===== config.mk =====
export PLATFORM = sky130hd
export DESIGN_NAME = lemming_dig_scheduler
export DESIGN_NICKNAME = d
export VERILOG_FILES = /design/src/rtl/lemming_dig_scheduler.sv
export SDC_FILE = /design/constraint.sdc
export NUM_CORES = 1
export LEC_CHECK = 0
export CAP_MARGIN = 10
export CORE_ASPECT_RATIO = 1.2
export CORE_MARGIN = 5
export CORE_UTILIZATION = 43
export CTS_BUF_LIST = sky130_fd_sc_hd__clkbuf_16
export CTS_CLUSTER_DIAMETER = 60
export DETAILED_ROUTE_END_ITERATION = 8
export PLACE_DENSITY_LB_ADDON = 0.3
export SETUP_SLACK_MARGIN = 0.15
export SYNTH_ARGS = -nofsm -noshare
export SYNTH_HDL_FRONTEND = slang
export SYNTH_SLANG_ARGS = --single-unit
export TNS_END_PERCENT = 1

===== constraint.sdc =====
create_clock -name clk -period 2.3 [get_ports clk]
set_input_delay 0.345 -clock clk [delete_from_list [all_inputs] [get_ports clk]]
set_output_delay 0.345 -clock clk [all_outputs]
set_load 0.01 [all_outputs]

===== src/rtl/lemming_dig_scheduler.sv =====
// Walk-direction keeper and round-robin dig-tool arbiter for a group of lemmings.
// Each lemming is a small Moore FSM; one shared counter times the active dig.
module lemming_dig_scheduler #(
    parameter int  NUM_LEM    = 4,
    parameter int  DIG_CYCLES = 3,
    localparam int ID_W       = $clog2(NUM_LEM)
) (
    input  logic                clk,
    input  logic                areset,
    input  logic [NUM_LEM-1:0]  bump_left,
    input  logic [NUM_LEM-1:0]  bump_right,
    input  logic [NUM_LEM-1:0]  dig_req,
    output logic [NUM_LEM-1:0]  walk_left,
    output logic [NUM_LEM-1:0]  walk_right,
    output logic [NUM_LEM-1:0]  digging,
    output logic                dig_busy,
    output logic [ID_W-1:0]     dig_grant_id
);

    localparam int CNT_W = (DIG_CYCLES > 1) ? $clog2(DIG_CYCLES) : 1;

    typedef enum logic [1:0] {
        WALK_L = 2'd0,
        WALK_R = 2'd1,
        DIG    = 2'd2
    } lem_state_t;

    lem_state_t          state_reg  [NUM_LEM];
    lem_state_t          state_next [NUM_LEM];
    logic [NUM_LEM-1:0]  saved_right_reg;
    logic [NUM_LEM-1:0]  saved_right_next;
    logic [CNT_W-1:0]    count_reg;
    logic [CNT_W-1:0]    count_next;
    logic [ID_W-1:0]     grant_id_reg;
    logic [ID_W-1:0]     grant_id_next;
    logic [ID_W-1:0]     rr_ptr_reg;
    logic [ID_W-1:0]     rr_ptr_next;

    logic [NUM_LEM-1:0]  eligible;
    logic [NUM_LEM-1:0]  grant_onehot;
    logic                tool_free;
    logic                grant_valid;
    logic [ID_W-1:0]     grant_idx;
    logic                release_now;

    assign dig_busy     = |digging;
    assign dig_grant_id = grant_id_reg;
    // Only one lemming can be in DIG, so the shared counter reaching zero marks its last cycle.
    assign release_now  = dig_busy && (count_reg == '0);
    assign tool_free    = !dig_busy || release_now;

    genvar gi;
    generate
        for (gi = 0; gi < NUM_LEM; gi++) begin : g_lem
            assign walk_left[gi]  = (state_reg[gi] == WALK_L);
            assign walk_right[gi] = (state_reg[gi] == WALK_R);
            assign digging[gi]    = (state_reg[gi] == DIG);
            assign eligible[gi]   = dig_req[gi] && (state_reg[gi] != DIG);
            assign grant_onehot[gi] = grant_valid && (int'(grant_idx) == gi);

            always_ff @(posedge clk or posedge areset) begin
                if (areset) begin
                    state_reg[gi]       <= WALK_L;
                    saved_right_reg[gi] <= 1'b0;
                end else begin
                    state_reg[gi]       <= state_next[gi];
                    saved_right_reg[gi] <= saved_right_next[gi];
                end
            end

            always_comb begin
                state_next[gi]       = state_reg[gi];
                saved_right_next[gi] = saved_right_reg[gi];
                if (grant_onehot[gi]) begin
                    state_next[gi]       = DIG;
                    saved_right_next[gi] = (state_reg[gi] == WALK_R);
                end else begin
                    case (state_reg[gi])
                        WALK_L: if (bump_left[gi])  state_next[gi] = WALK_R;
                        WALK_R: if (bump_right[gi]) state_next[gi] = WALK_L;
                        DIG: begin
                            if (count_reg == '0)
                                state_next[gi] = saved_right_reg[gi] ? WALK_R : WALK_L;
                        end
                        default: state_next[gi] = WALK_L;
                    endcase
                end
            end
        end
    endgenerate

    // Cyclic first-eligible scan starting at the round-robin pointer.
    always_comb begin
        int idx;
        idx         = 0;
        grant_valid = 1'b0;
        grant_idx   = '0;
        if (tool_free) begin
            for (int k = 0; k < NUM_LEM; k++) begin
                idx = (int'(rr_ptr_reg) + k) % NUM_LEM;
                if (!grant_valid && eligible[idx]) begin
                    grant_valid = 1'b1;
                    grant_idx   = ID_W'(idx);
                end
            end
        end
    end

    always_comb begin
        count_next    = count_reg;
        grant_id_next = grant_id_reg;
        rr_ptr_next   = rr_ptr_reg;
        if (grant_valid) begin
            count_next    = CNT_W'(DIG_CYCLES - 1);
            grant_id_next = grant_idx;
            rr_ptr_next   = (int'(grant_idx) == NUM_LEM - 1) ? '0 : grant_idx + 1'b1;
        end else if (count_reg != '0) begin
            count_next = count_reg - 1'b1;
        end
    end

    always_ff @(posedge clk or posedge areset) begin
        if (areset) begin
            count_reg    <= '0;
            grant_id_reg <= '0;
            rr_ptr_reg   <= '0;
        end else begin
            count_reg    <= count_next;
            grant_id_reg <= grant_id_next;
            rr_ptr_reg   <= rr_ptr_next;
        end
    end

endmodule


Word level (Yosys, flattened, before mapping)
Index checks and enable logic that the tools add are counted.
W data, S select, Z words.
{"block": "classes", "add_sub_neg": 5, "order_cmp": 4, "n_eq_ne": 27, "muxes": 51, "n_bitwise": 3, "n_reduce_logical": 33}
{"operator": "$mux W2", "n": 24}
{"operator": "$ne A3 B2 Y1 const B", "n": 8}
{"operator": "$pmux W2 S3", "n": 4}
{"operator": "$mux W1", "n": 19}
{"operator": "$eq A2 B2 Y1 const B", "n": 6}
{"operator": "$logic_and A1 B1 Y1", "n": 12}
{"operator": "$logic_not A2 Y1", "n": 6}
{"operator": "$lt A3 B4 Y1 const B", "n": 3}
{"operator": "$ne A3 B1 Y1 const B", "n": 4}
{"operator": "$reduce_and A3 Y1", "n": 4}
{"operator": "$eq A2 B1 Y1 const B", "n": 5}
{"operator": "$bmux W1 S2", "n": 4}
{"operator": "$ne A2 B2 Y1 const B", "n": 4}
{"operator": "$reduce_or A2 Y1", "n": 3}
{"operator": "$add A2 B1 Y2 const B", "n": 2}
{"operator": "$add A2 B2 Y2 const B", "n": 2}
{"operator": "$logic_not A1 Y1", "n": 4}
{"operator": "$reduce_bool A2 Y1", "n": 2}
{"operator": "$reduce_or A4 Y1", "n": 1}
{"operator": "$and A1 B1 Y1 const A", "n": 3}
{"operator": "$lt A2 B3 Y1 const B", "n": 1}
{"operator": "$sub A2 B1 Y2 const B", "n": 1}
{"operator": "$logic_or A1 B1 Y1", "n": 1}
{"block": "word_totals", "regBits": 18, "input_bits": 14, "output_inout_bits": 15, "word_cells": 134}

Longest topological paths before layout
{"block": "logic_depth", "word_depth": 22, "ltp_mapped": 9, "depth_no_buf": 9}

Worst setup path before layout
No wires, ideal clock.
{"block": "synth_timing", "path_type": "register to register", "start": "register state_reg[6] (netlist name)", "end": "register saved_right_reg[0]", "setup_ns": 0.125, "t_arrival_ns": 2.077, "required_time_ns": 2.175, "path_slack_ns": 0.099, "path_stages_with_launch": 10, "path_buffers": 1, "period_less_slack_ns": 2.201, "path_cell_list": "dfrtp_1 nand2b_1 buf_6 a211oi_1 o211ai_1 a311oi_1 inv_1 ha_1 nand2_1 mux2_2"}
{"block": "synth_via", "elab_chain_len": 20, "elab_cells_between_ends": 40, "classes_between": "eq/ne (3); mux (24); reduce/logical (13)"}
{"element": "start, declared", "line_no": "28", "text": "lem_state_t state_reg [NUM_LEM];"}
{"element": "start signal, assigned by index", "line_no": "66", "text": "state_reg[gi] <= state_next[gi];"}
{"element": "$ne A2 B2 Y1", "line_no": "58", "text": "assign eligible[gi] = dig_req[gi] && (state_reg[gi] != DIG);"}
{"element": "$logic_and A1 B1 Y1", "line_no": "58"}
{"element": "$bmux W1 S2", "line_no": "101", "text": "if (!grant_valid && eligible[idx]) begin"}
{"element": "$mux W1 (not written as such)", "line_no": "101"}
{"element": "$mux W1", "line_no": "101"}
{"element": "$mux W1", "line_no": "98", "text": "if (tool_free) begin"}
{"element": "$logic_not A1 Y1", "line_no": "101"}
{"element": "$logic_and A1 B1 Y1", "line_no": "101"}
{"element": "[... 5 more ...]"}
{"element": "$mux W1", "line_no": "98"}
{"element": "$logic_not A1 Y1", "line_no": "101"}
{"element": "$logic_and A1 B1 Y1", "line_no": "101"}
{"element": "$mux W2", "line_no": "101"}
{"element": "$mux W2 *", "line_no": "98"}
{"element": "via grant_idx[1]", "line_no": "43", "text": "logic [ID_W-1:0] grant_idx;"}
{"element": "$logic_not A2 Y1 *", "line_no": "59", "text": "assign grant_onehot[gi] = grant_valid && (int'(grant_idx) == gi);"}
{"element": "$logic_and A1 B1 Y1 *", "line_no": "59"}
{"element": "end signal, assigned by index", "line_no": "67", "text": "saved_right_reg[gi] <= saved_right_next[gi];"}
{"element": "end, declared", "line_no": "30", "text": "logic [NUM_LEM-1:0] saved_right_reg;"}
The timed path passes the listed nets; every way through them passes the cells marked *. The select of a mux whose other input is x is not followed.
A chain may end at the register's enable or synchronous reset.

Worst setup path after layout
{"block": "layout_timing", "start": "register state_reg[6] (netlist name)", "end": "register saved_right_reg[2]"}
{"block": "layout_via", "elab_chain_len": 20, "elab_cells_between_ends": 39, "classes_between": "eq/ne (3); mux (24); reduce/logical (12)"}
{"element": "$ne A2 B2 Y1", "line_no": "58"}
{"element": "$logic_and A1 B1 Y1", "line_no": "58"}
{"element": "$bmux W1 S2", "line_no": "101"}
{"element": "$mux W1 (not written as such)", "line_no": "101"}
{"element": "$mux W1", "line_no": "101"}
{"element": "$mux W1", "line_no": "98"}
{"element": "$logic_not A1 Y1", "line_no": "101"}
{"element": "$logic_and A1 B1 Y1", "line_no": "101"}
{"element": "[... 5 more ...]"}
{"element": "$mux W1", "line_no": "98"}
{"element": "$logic_not A1 Y1", "line_no": "101"}
{"element": "$logic_and A1 B1 Y1", "line_no": "101"}
{"element": "$mux W2", "line_no": "101"}
{"element": "$mux W2 *", "line_no": "98"}
{"element": "via grant_idx[1]", "line_no": "43"}
{"element": "$eq A2 B2 Y1 *", "line_no": "59"}
{"element": "$logic_and A1 B1 Y1 *", "line_no": "59"}
Marks and branches as above.

==> impl_metrics.csv <==
group,metric,value,unit
placed_design,place_ws,-0.215,ns
setup_path,path_buf_inv,1,
placed_design,gp_congestion,0.859,
die,core,0.00255,mm²
synth,synth_mux_area_share,9.11,%
clocking,cts.htree.levels,1,
timing,whs,0.490,ns
timing,setup-violations-final,0,
timing,worst_pin_slew,0.676,ns
die,initial_core_util,45.2,%
grt,globalRoute.totalOverflow,0,
clocking,max-clock-path-buffers,2,
timing,finalCritPeriodShare,93.4,%
run_status,status,"complete, no violations",
timing,setup_ws,0.152,ns
die,dieArea,0.00382,mm²
grt,globalRouteTotalUtil,16.6,%
grt,grt_pass1_wl,5.01,mm
detailed_routing,drt_iter0_drc,51,
clocking,cts_root_buffer,"clkbuf_16",
placed_design,postPlaceCellArea,0.00158,mm²
synth,synth_top_cell_by_area,"dfrtp_1",
synth,yosysUniqueCellTypes,34,
grt,antenna_found_initial,0,
layout,area_growth,65.2,%
synth,synth_nets,137,
detailed_routing,drt-vias-per-instance,5.35,
detailed_routing,wl,3.38,mm
synth,synth_area_leaders,"dfrtp_1 39%, ha_1 5.4%, inv_1 4.6%",
synth,syn-cell-area,0.00115,mm²
timing,slew_violations,0,
grt,grt_pass1_vias,1100,
layout,fin_area,0.00191,mm²
placed_design,dp_hpwl,2.20,mm
setup_path,cp.required,2.44,ns
die,dieWidth,57.3,µm
synth,synth-xor-area-share,0.759,%
die,die_h,66.7,µm
synth,avgSynthCellArea,9.78,µm²
layout,final_common_cell,"buf_4",
synth,synth_top_area_share,39.0,%
placed_design,placedCellCount,191,
timing,max_freq,0.466,GHz
setup_path,cp.arrival,2.29,ns
die,rows,20,
synth,synth-simple-area-share,15.9,%
timing,tns,0,ns
timing,min_period,2.15,ns
detailed_routing,highest-signal-layer,"met4",
pwr,max-vdd-ir-drop,1.31,mV
clocking,worstSkewPairLatency,0.25,ns
synth,synth-compound-area-share,21.6,%
detailed_routing,remaining_drc_errors,0,
pwr,finalPower,2.88,mW
pwr,power.leakage,0.914,nW
clocking,clk_pin_slew_worst_paths,0.05,ns
timing,timing.slew.headroom,54.9,%
synth,synth_fa_ha_area_share,5.42,%
detailed_routing,wl_met2,1.79,mm
pwr,powerDensity,1510,mW/mm²
layout,fin_util,74.7,%
synth,ys_seq_area_share,39.0,%
clocking,cts.sinks,18,
timing,clock_skew,0.00426,ns
detailed_routing,routedWlPerCell,16.2,µm
synth,syn_inst,118,
setup_path,worstSetupEndpointType,"register",
setup_path,critical_path_class,"reg -> reg",
grt,grt_start_max_net_pins,19,
timing,hold_violations,0,
detailed_routing,met3WireLength,168,µm
synth,synth_top_family_by_area,"compound AO/OA/AOI/OAI gates",
layout,final_cell_mix,"29 x buf_4, 24 x clkdlybuf4s50_1, 17 x dfrtp_1, 11 x inv_1, 10 x nor2_1",
setup_path,startpoint_type,"register",
setup_path,worst_path_dominant_cell_family,"compound AO/OA/AOI/OAI gates",
layout,nets,196,
layout,largest_reg_flops,8,
detailed_routing,vias,1119,
placed_design,numPortBuffers,28,
detailed_routing,wl_met1,1.39,mm
clocking,cts_inserted_buffers,3,
flow_run,drv_cap,0,
layout,drive_above_1_share,39.2,%
synth,ys_seq_elements,18,
setup_path,slowest_stage,"a2111o_1",
detailed_routing,ant_nets,0,
layout,antenna_cells,0,
synth,ys_warn_count,0,
layout,finalNonFillerCells,209,
worst_hold_path,hold_class,"in -> async",
timing,rsz0062_at_grt,"yes",
die,ios,29,
clocking,tritoncts,"built",
setup_path,max_stage_delay,0.46,ns
setup_path,path_cells,"nand2b_4 -> a2111o_1 -> a21oi_2 -> a311oi_4 -> buf_4 -> ha_4 -> nand2_4 -> mux2_4",
setup_path,cp_max_fo,8,
detailed_routing,drt-pass1-iter-count,4,
timing repair:
item | 4_1_cts | 5_1_grt
hold buffers | 0 | 0
hold endpoints to repair | 0 | 0
gates cloned | 0 | 0
buffers inserted | 4 | 10
endpoints found under the setup margin | 6 | 7
resized for setup | 8 | 26
pin swaps | 4 | 9
cells by family (layout without fill, tap and decap cells):
kind of cell	after synthesis	after routing
flops	18	18
xor+xnor	1	1
compound gates	33	33
mux	9	9
buf+inv	20	78
simple gates	32	32
fa+ha+maj	5	5
worst paths after layout:
path	to	startpoint	slack [ns]	cells past startpoint
min in group clk	dig_grant_id[0]	dig_grant_id[0]	0.51	1
hold / removal	count_reg[0]	areset	0.49	2
setup / recovery	saved_right_reg[2]	state_reg[6]	0.15	8
setup reg to reg	saved_right_reg[2]	state_reg[6]	0.15	8
hold reg to reg	dig_grant_id[0]	dig_grant_id[0]	0.51	1
max in group asynchronous	rr_ptr_reg[0]	areset	1.33	2
synth_stat cells:
master and count:
nor2b_1 5, a41oi_4 1, clkbuf_1 1, o211ai_1 1
a311oi_1 2, buf_4 1, a21oi_1 8, a22oi_1 1
o2111ai_1 1, ha_1 5, a31oi_1 4, nand2b_4 2
a21o_1 2, nand3_1 3, a41o_1 1, nor2_1 10
a211oi_1 2, buf_6 2, mux2_4 2, inv_2 2
mux2i_1 3, xor2_1 1, mux2_2 4, inv_1 14
dfrtp_1 18, nand2b_1 4, a31oi_2 1, a211oi_2 1
a2111o_1 1, nand2_1 5, nand2_4 2, nand4_1 1
a22o_1 1, o21ai_0 6
power breakdown:
part / switching (mW) / leakage (nW) / internal [mW]
Combinational: 0.923 / 0.653 / 1.03
Sequential: 0.107 / 0.223 / 0.462
Clock: 0.123 / 0.0385 / 0.231
layout make-up:
cell class / count / area [µm²]
Multi-Input combinational cell: 80 / 753
Fill cell: 180 / 647
Timing Repair Buffer: 58 / 515
Sequential cell: 18 / 452
Clock buffer: 3 / 75.1
Inverter: 16 / 65.1
Tap cell: 33 / 41.3
Clock inverter: 1 / 3.75
metal layers:
| metal | up-vias | track usage (%) |
|---|---|---|
| met5 | - | 0 |
| met4 | 0 | 4.93 |
| met3 | 5 | 3.49 |
| met2 | 35 | 30.1 |
| met1 | 555 | 19.3 |
| li1 | 524 | - |
Power figures use the tool's default switching activity.
